[src/rtl/game_flow_pkg.sv]
// Shared types and default frame counts for the game-flow controller.
// PAUSED is reachable only when GAME_FLOW_PAUSE_EN is defined.
package game_flow_pkg;

  typedef enum logic [2:0] {
    MENU      = 3'd0,
    LOBBY     = 3'd1,
    COUNTDOWN = 3'd2,
    ACTIVE    = 3'd3,
    VICTORY   = 3'd4,
    DEFEAT    = 3'd5,
    PAUSED    = 3'd6
  } game_state_t;

  localparam int DEF_COUNTDOWN_FRAMES    = 180;
  localparam int DEF_RESULT_FRAMES       = 300;
  localparam int DEF_LINK_TIMEOUT_FRAMES = 60;

  function automatic logic is_result(
    input game_state_t s
  );
    return (s == VICTORY) || (s == DEFEAT);
  endfunction

endpackage

[src/rtl/game_flow_ctrl_link_watchdog.sv]
// Per-remote-player link watchdog: counts frames since the last
// valid strobe, saturating at the timeout.
module link_watchdog #(
  parameter  int LINK_TIMEOUT_FRAMES = 60,
  localparam int CW = $clog2(LINK_TIMEOUT_FRAMES + 1)
) (
  input  logic clk,
  input  logic rst,
  input  logic i_hold,
  input  logic i_tick,
  input  logic i_valid,
  output logic o_lost
);

  localparam logic [CW-1:0] LIMIT = CW'(LINK_TIMEOUT_FRAMES);

  logic [CW-1:0] r_cnt;

  // A valid strobe beats a coincident frame tick.
  always_ff @(posedge clk) begin
    if (rst || i_hold) begin
      r_cnt <= '0;
    end else if (i_valid) begin
      r_cnt <= '0;
    end else if (i_tick && (r_cnt != LIMIT)) begin
      r_cnt <= r_cnt + 1'b1;
    end
  end

  assign o_lost = (r_cnt == LIMIT);

endmodule

[src/rtl/game_flow_ctrl.sv]
// N-player game-flow FSM: lobby, countdown, watchdogged play, results.
// Define GAME_FLOW_PAUSE_EN to pause play while any remote link is lost.
module game_flow_ctrl
  import game_flow_pkg::*;
#(
  parameter  int NUM_PLAYERS         = 2,
  parameter  int HP_W                = 4,
  parameter  int BOSS_HP_W           = 7,
  parameter  int COUNTDOWN_FRAMES    = DEF_COUNTDOWN_FRAMES,
  parameter  int RESULT_FRAMES       = DEF_RESULT_FRAMES,
  parameter  int LINK_TIMEOUT_FRAMES = DEF_LINK_TIMEOUT_FRAMES,
  localparam int CD_W = $clog2(COUNTDOWN_FRAMES + 1),
  localparam int RS_W = $clog2(RESULT_FRAMES + 1)
) (
  input  logic                        clk,
  input  logic                        rst,
  input  logic                        frame_tick,
  input  logic [NUM_PLAYERS-1:0]      player_start,
  input  logic [NUM_PLAYERS*HP_W-1:0] player_hp,
  input  logic [NUM_PLAYERS-1:0]      player_valid,
  input  logic [BOSS_HP_W-1:0]        boss_hp,
  input  logic                        mouse_clicked,
  output logic [2:0]                  game_state,
  output logic                        game_active,
  output logic [CD_W-1:0]             countdown_val,
  output logic [NUM_PLAYERS-1:0]      ready_mask,
  output logic [NUM_PLAYERS-1:0]      alive_mask,
  output logic [NUM_PLAYERS-1:0]      link_lost
);

  game_state_t r_state;
  game_state_t w_next;

  logic [CD_W-1:0]        r_cd;
  logic [RS_W-1:0]        r_res;
  logic                   r_armed;
  logic                   r_active;
  logic [NUM_PLAYERS-1:0] r_ready;
  logic [NUM_PLAYERS-1:0] r_alive;

  logic [NUM_PLAYERS-1:0] w_hp_nz;
  logic [NUM_PLAYERS-1:0] w_alive;
  logic [NUM_PLAYERS-1:0] w_lost;
  logic                   w_hold;
  logic                   w_all_ready;
  logic                   w_cd_done;
  logic                   w_res_done;
  logic                   w_click;
  logic                   w_boss_dead;
  logic                   w_unused;

  assign w_unused = player_valid[0];

  always_comb begin
    w_hp_nz = '0;
    for (int i = 0; i < NUM_PLAYERS; i++) begin
      w_hp_nz[i] = |player_hp[i*HP_W +: HP_W];
    end
  end

  assign w_alive     = w_hp_nz & ~w_lost;
  assign w_hold      = (r_state == MENU);
  assign w_all_ready = &r_ready;
  assign w_boss_dead = (boss_hp == '0);
  assign w_cd_done   = frame_tick && (r_cd <= CD_W'(1));
  assign w_res_done  = frame_tick && (r_res <= RS_W'(1));
  // Armed only after a low level in this state, so armed & high = edge.
  assign w_click     = r_armed && mouse_clicked;

  assign w_lost[0] = 1'b0;

  for (genvar gi = 1; gi < NUM_PLAYERS; gi++) begin : g_wd
    link_watchdog #(
      .LINK_TIMEOUT_FRAMES(LINK_TIMEOUT_FRAMES)
    ) u_wd (
      .clk     (clk),
      .rst     (rst),
      .i_hold  (w_hold),
      .i_tick  (frame_tick),
      .i_valid (player_valid[gi]),
      .o_lost  (w_lost[gi])
    );
  end

  always_ff @(posedge clk) begin
    if (rst) begin
      r_state <= MENU;
    end else begin
      r_state <= w_next;
    end
  end

  always_comb begin
    w_next = r_state;
    unique case (r_state)
      MENU: begin
        if (player_start[0]) w_next = LOBBY;
      end
      LOBBY: begin
        if (w_all_ready) w_next = COUNTDOWN;
      end
      COUNTDOWN: begin
        if (w_cd_done) w_next = ACTIVE;
      end
      ACTIVE: begin
        if (w_boss_dead) begin
          w_next = VICTORY;
`ifdef GAME_FLOW_PAUSE_EN
        end else if (|w_lost) begin
          w_next = PAUSED;
`endif
        end else if (w_alive == '0) begin
          w_next = DEFEAT;
        end
      end
      PAUSED: begin
`ifdef GAME_FLOW_PAUSE_EN
        if (w_boss_dead) begin
          w_next = VICTORY;
        end else if (w_lost == '0) begin
          w_next = ACTIVE;
        end
`else
        w_next = MENU;
`endif
      end
      VICTORY, DEFEAT: begin
        if (w_res_done || w_click) w_next = MENU;
      end
      default: w_next = MENU;
    endcase
  end

  always_ff @(posedge clk) begin
    if (rst) begin
      r_cd     <= '0;
      r_res    <= '0;
      r_armed  <= 1'b0;
      r_active <= 1'b0;
      r_ready  <= '0;
      r_alive  <= '0;
    end else begin
      r_active <= (w_next == ACTIVE);
      // Liveness tracks play and is frozen everywhere else.
      if ((r_state == ACTIVE) || (w_next == ACTIVE)) begin
        r_alive <= w_alive;
      end
      unique case (r_state)
        MENU: begin
          if (player_start[0]) r_ready[0] <= 1'b1;
        end
        LOBBY: begin
          if (w_all_ready) begin
            r_cd <= CD_W'(COUNTDOWN_FRAMES);
          end else begin
            r_ready <= (r_ready | player_start) & ~w_lost;
          end
        end
        COUNTDOWN: begin
          if (w_cd_done) begin
            r_cd <= '0;
          end else if (frame_tick) begin
            r_cd <= r_cd - 1'b1;
          end
        end
        VICTORY, DEFEAT: begin
          if (w_next == MENU) begin
            r_res   <= '0;
            r_armed <= 1'b0;
            r_ready <= '0;
            r_alive <= '0;
          end else begin
            if (frame_tick) r_res <= r_res - 1'b1;
            if (!mouse_clicked) r_armed <= 1'b1;
          end
        end
        default: ;
      endcase
      if (is_result(w_next) && (w_next != r_state)) begin
        r_res   <= RS_W'(RESULT_FRAMES);
        r_armed <= 1'b0;
      end
    end
  end

  assign game_state    = r_state;
  assign game_active   = r_active;
  assign countdown_val = r_cd;
  assign ready_mask    = r_ready;
  assign alive_mask    = r_alive;
  assign link_lost     = w_lost;

endmodule

[config.mk]
export PLATFORM = sky130hd
export DESIGN_NAME = game_flow_ctrl
export DESIGN_NICKNAME = d
export VERILOG_FILES = /design/src/rtl/game_flow_pkg.sv /design/src/rtl/game_flow_ctrl_link_watchdog.sv /design/src/rtl/game_flow_ctrl.sv
export SDC_FILE = /design/constraint.sdc
export NUM_CORES = 1
export LEC_CHECK = 0
export ABC_AREA = 1
export CORE_ASPECT_RATIO = 2
export CORE_UTILIZATION = 51
export DETAILED_ROUTE_END_ITERATION = 10
export GPL_TIMING_DRIVEN = 0
export PLACE_DENSITY = 0.79
export SYNTH_ARGS = -nofsm -noshare
export SYNTH_HDL_FRONTEND = slang
export SYNTH_SLANG_ARGS = --single-unit
[constraint.sdc]
create_clock -name clk -period 2.4 [get_ports clk]
set_input_delay 0.48 -clock clk [delete_from_list [all_inputs] [get_ports clk]]
set_output_delay 0.48 -clock clk [all_outputs]
set_load 0.02 [all_outputs]
==> impl_metrics.yaml <==
detailed_routing:
  ant_nets: 0
  drc: 0
  first_pass_iters: 4
  first_iter_violations: 33
  routed_wl_mm: 4.76
  via_per_inst: 5.08
  routed-via-count: 1954
  post_drt_wl_per_cell_um: 12.4
final_layout:
  layout.nets: 362
  syn2layout_area_growth_pct: 26.5
  num_antenna_cells: 0
  post-route-cell-area_um2: 2560
  final-instance-count-excl-fill: 385
  final_util: 0.673
  drive_gt1_frac: 0.153
timing:
  rsz0062_at_grt: "no"
  post-route-period-util: 0.965
  finalHoldViolations: 0
  fmax_mhz: 432
  fin_tns_setup_ps: 0
  max_slew_margin: 0.664
  slew_violations: 0
  tightestPinTransition_ps: 504
  fin_skew_ps: 5.21
  min_period_ps: 2320
  setup-violations-final: 0
  hold_ws_ps: 473
global_routing:
  grt_max_degree: 11
  grt_pass1_vias: 1962
  grt.overflow.total: 0
  antenna_found_initial: 0
  grt_use_total: 0.258
  grt_pass1_wl_mm: 8.01
outcome:
  status: "finished clean"
critical_path:
  r2r_end: "r_res[3]$_SDFFE_PP0P_"
  ff2ff_path_depth: 14
  start_kind: "flop"
  worstPathRequired_ps: 1920
  crit_fanout: 4
  r2r_setup_slack_ps: 370
  crit_type: "flop to output port"
  worstPathArrival_ps: 1840
  regToRegStartpoint: "countdown_val[0]$_SDFFE_PP0P_"
  crit_path_end_kind: "output port"
cts:
  cts_sinks: 32
  cts_inserted_buffers: 5
  cts_max_level: 2
  clockRootBuffer: "clkbuf_8"
  cts.reportedPaths.clkPinSlew_ps: 70
  insertion_delay_ps: 290
  post_cts_buffers: 0
  cts_resized: 0
  cts_hold_buf: 0
  clk_path_buf_depth: 2
  cts_tree: "built"
job:
  drv_cap: 0
pwr:
  ir_worst_vdd_mv: 0.385
  pwr_density_cell_nw_per_um2: 454
  p_leak_nw: 1.09
floorplanning:
  rows: 32
  start_util: 0.532
  die-area_um2: 4240
  fp.dieH_um: 91.0
  fp.dieW_um: 46.5
  core-area_um2: 3800
  ios: 41
worst_hold_path:
  worstHoldEndpoint: "r_armed$_SDFFE_PP0P_"
  hold_class: "flop to flop"
  hold_start: "r_armed$_SDFFE_PP0P_"
  min_path_cells: 1
yosys:
  yosys_warnings: 0
  synth_edf_count: 0
  yosys.area.top_type_share: 0.317
  yosysSeqAreaShare: 0.317
  synthFlopType: "dfxtp_1"
  yosysMostFrequentCell: "nand2_1"
  netlist_top_cells_count: "nand2_1, nor2_1, dfxtp_1, inv_1"
  synthDistinctLibCells: 40
  syn_nets: 317
  synthTopCellsByArea: "dfxtp_1, nand2_1, nor2_1"
  ys_ff_latch: 32
  netlist_instances: 288
  synth_area_um2: 2020
  syn_avg_cell_area_um2: 7.02
  ys_async_sr_fraction: 0
  post-synth-top-area-cell: "dfxtp_1"
place:
  io_buffers: 38
  hpwl_mm: 3.87
  placed_cells: 377
  globalplace.congestion: 0.941
  post_dp_cell_area_um2: 2470
## state kept, by name, indices dropped and copies added (netlist names)
signal / flops
countdown_val: 8
r_res: 9
game_active: 1
g_wd.u_wd.r_cnt: 6
ready_mask: 2
r_armed: 1
alive_mask: 2
game_state: 3
## worst max path at each step
stage                                       startpoint  cells past startpoint  slack [ps]                    end
floorplan                countdown_val[0]$_SDFFE_PP0P_                     14         490  r_res[5]$_SDFFE_PP0P_
global placement                            frame_tick                     12          80  r_res[3]$_SDFFE_PP0P_
detailed placement                          frame_tick                     12          40  r_res[3]$_SDFFE_PP0P_
CTS                 g_wd[1].u_wd.r_cnt[0]$_SDFFE_PP0P_                      6          10           link_lost[1]
global route        g_wd[1].u_wd.r_cnt[0]$_SDFFE_PP0P_                      6          10           link_lost[1]
finish              g_wd[1].u_wd.r_cnt[0]$_SDFFE_PP0P_                      6          80           link_lost[1]
## cell type report
class                           instances  area, µm²
Tap cell                               51       63.8
Buffer                                  4       22.5
Inverter                               45        171
Sequential cell                        32        641
Clock buffer                            8       90.1
Multi-Input combinational cell        207       1190
Timing Repair Buffer                   38        380
Fill cell                             353       1240
## per-layer routing
layer  vias to the layer above  track usage  wire, µm
met5                         -            0         0
met4                         0        0.147       174
met3                        16       0.0557       135
met2                        48        0.487      2780
met1                       878        0.216      1670
li1                       1012            -         -
## kinds of logic (layout without fill, tap and decap cells)
logic type	count (synthesis)	after routing	synth area share
and+or+nand+nor	146	146	0.375
buffers and inverters	49	95	0.0959
AOI/OAI and AO/OA	45	45	0.134
DFF	32	32	0.317
xor gates and xnor gates	9	9	0.0390
adders and majority gates	6	6	0.0371
other	1	1	0.00185
## layout by cell type (no fill, tap or decap), drive strengths merged
cell and instances:
nor3 4, o22ai 1, a211oi 3, dfxtp 32
ha 6, xor2 8, nand2 60, or2 1
o41ai 1, xnor2 1, nor3b 3, nor2 48
nand3 22, inv 44, o21a 3, conb 1
o21ai 14, clkinv 1, clkdlybuf4s50 38, nand4 6
buf 2, o311ai 1, nand3b 2, a221oi 2
a31oi 1, a21oi 19, clkbuf 10
## worst max-delay path, stage by stage, from the launching register on
cell and delay [ps]:
dfxtp_1 340, inv_1 80, ha_1 150, nand3_1 110, nor2_2 170, buf_4 130
clkdlybuf4s50_1 580
## power breakdown
part	switching (W)	total (W)	internal [W]
combinational	0.0000928	0.000174	0.0000817
clock	0.000201	0.000435	0.000234
sequential	0.0000112	0.000552	0.000540
total	0.000305	0.00116	0.000856
## through the flow
stage               power, W  setup WS [ps]
finish               0.00116           83.8
global route         0.00121           13.9
CTS                  0.00117           12.5
detailed placement  0.000737           44.8
global placement    0.000735           79.9
floorplan           0.000664            490
Note: power is estimated with default switching activity, not from simulation.
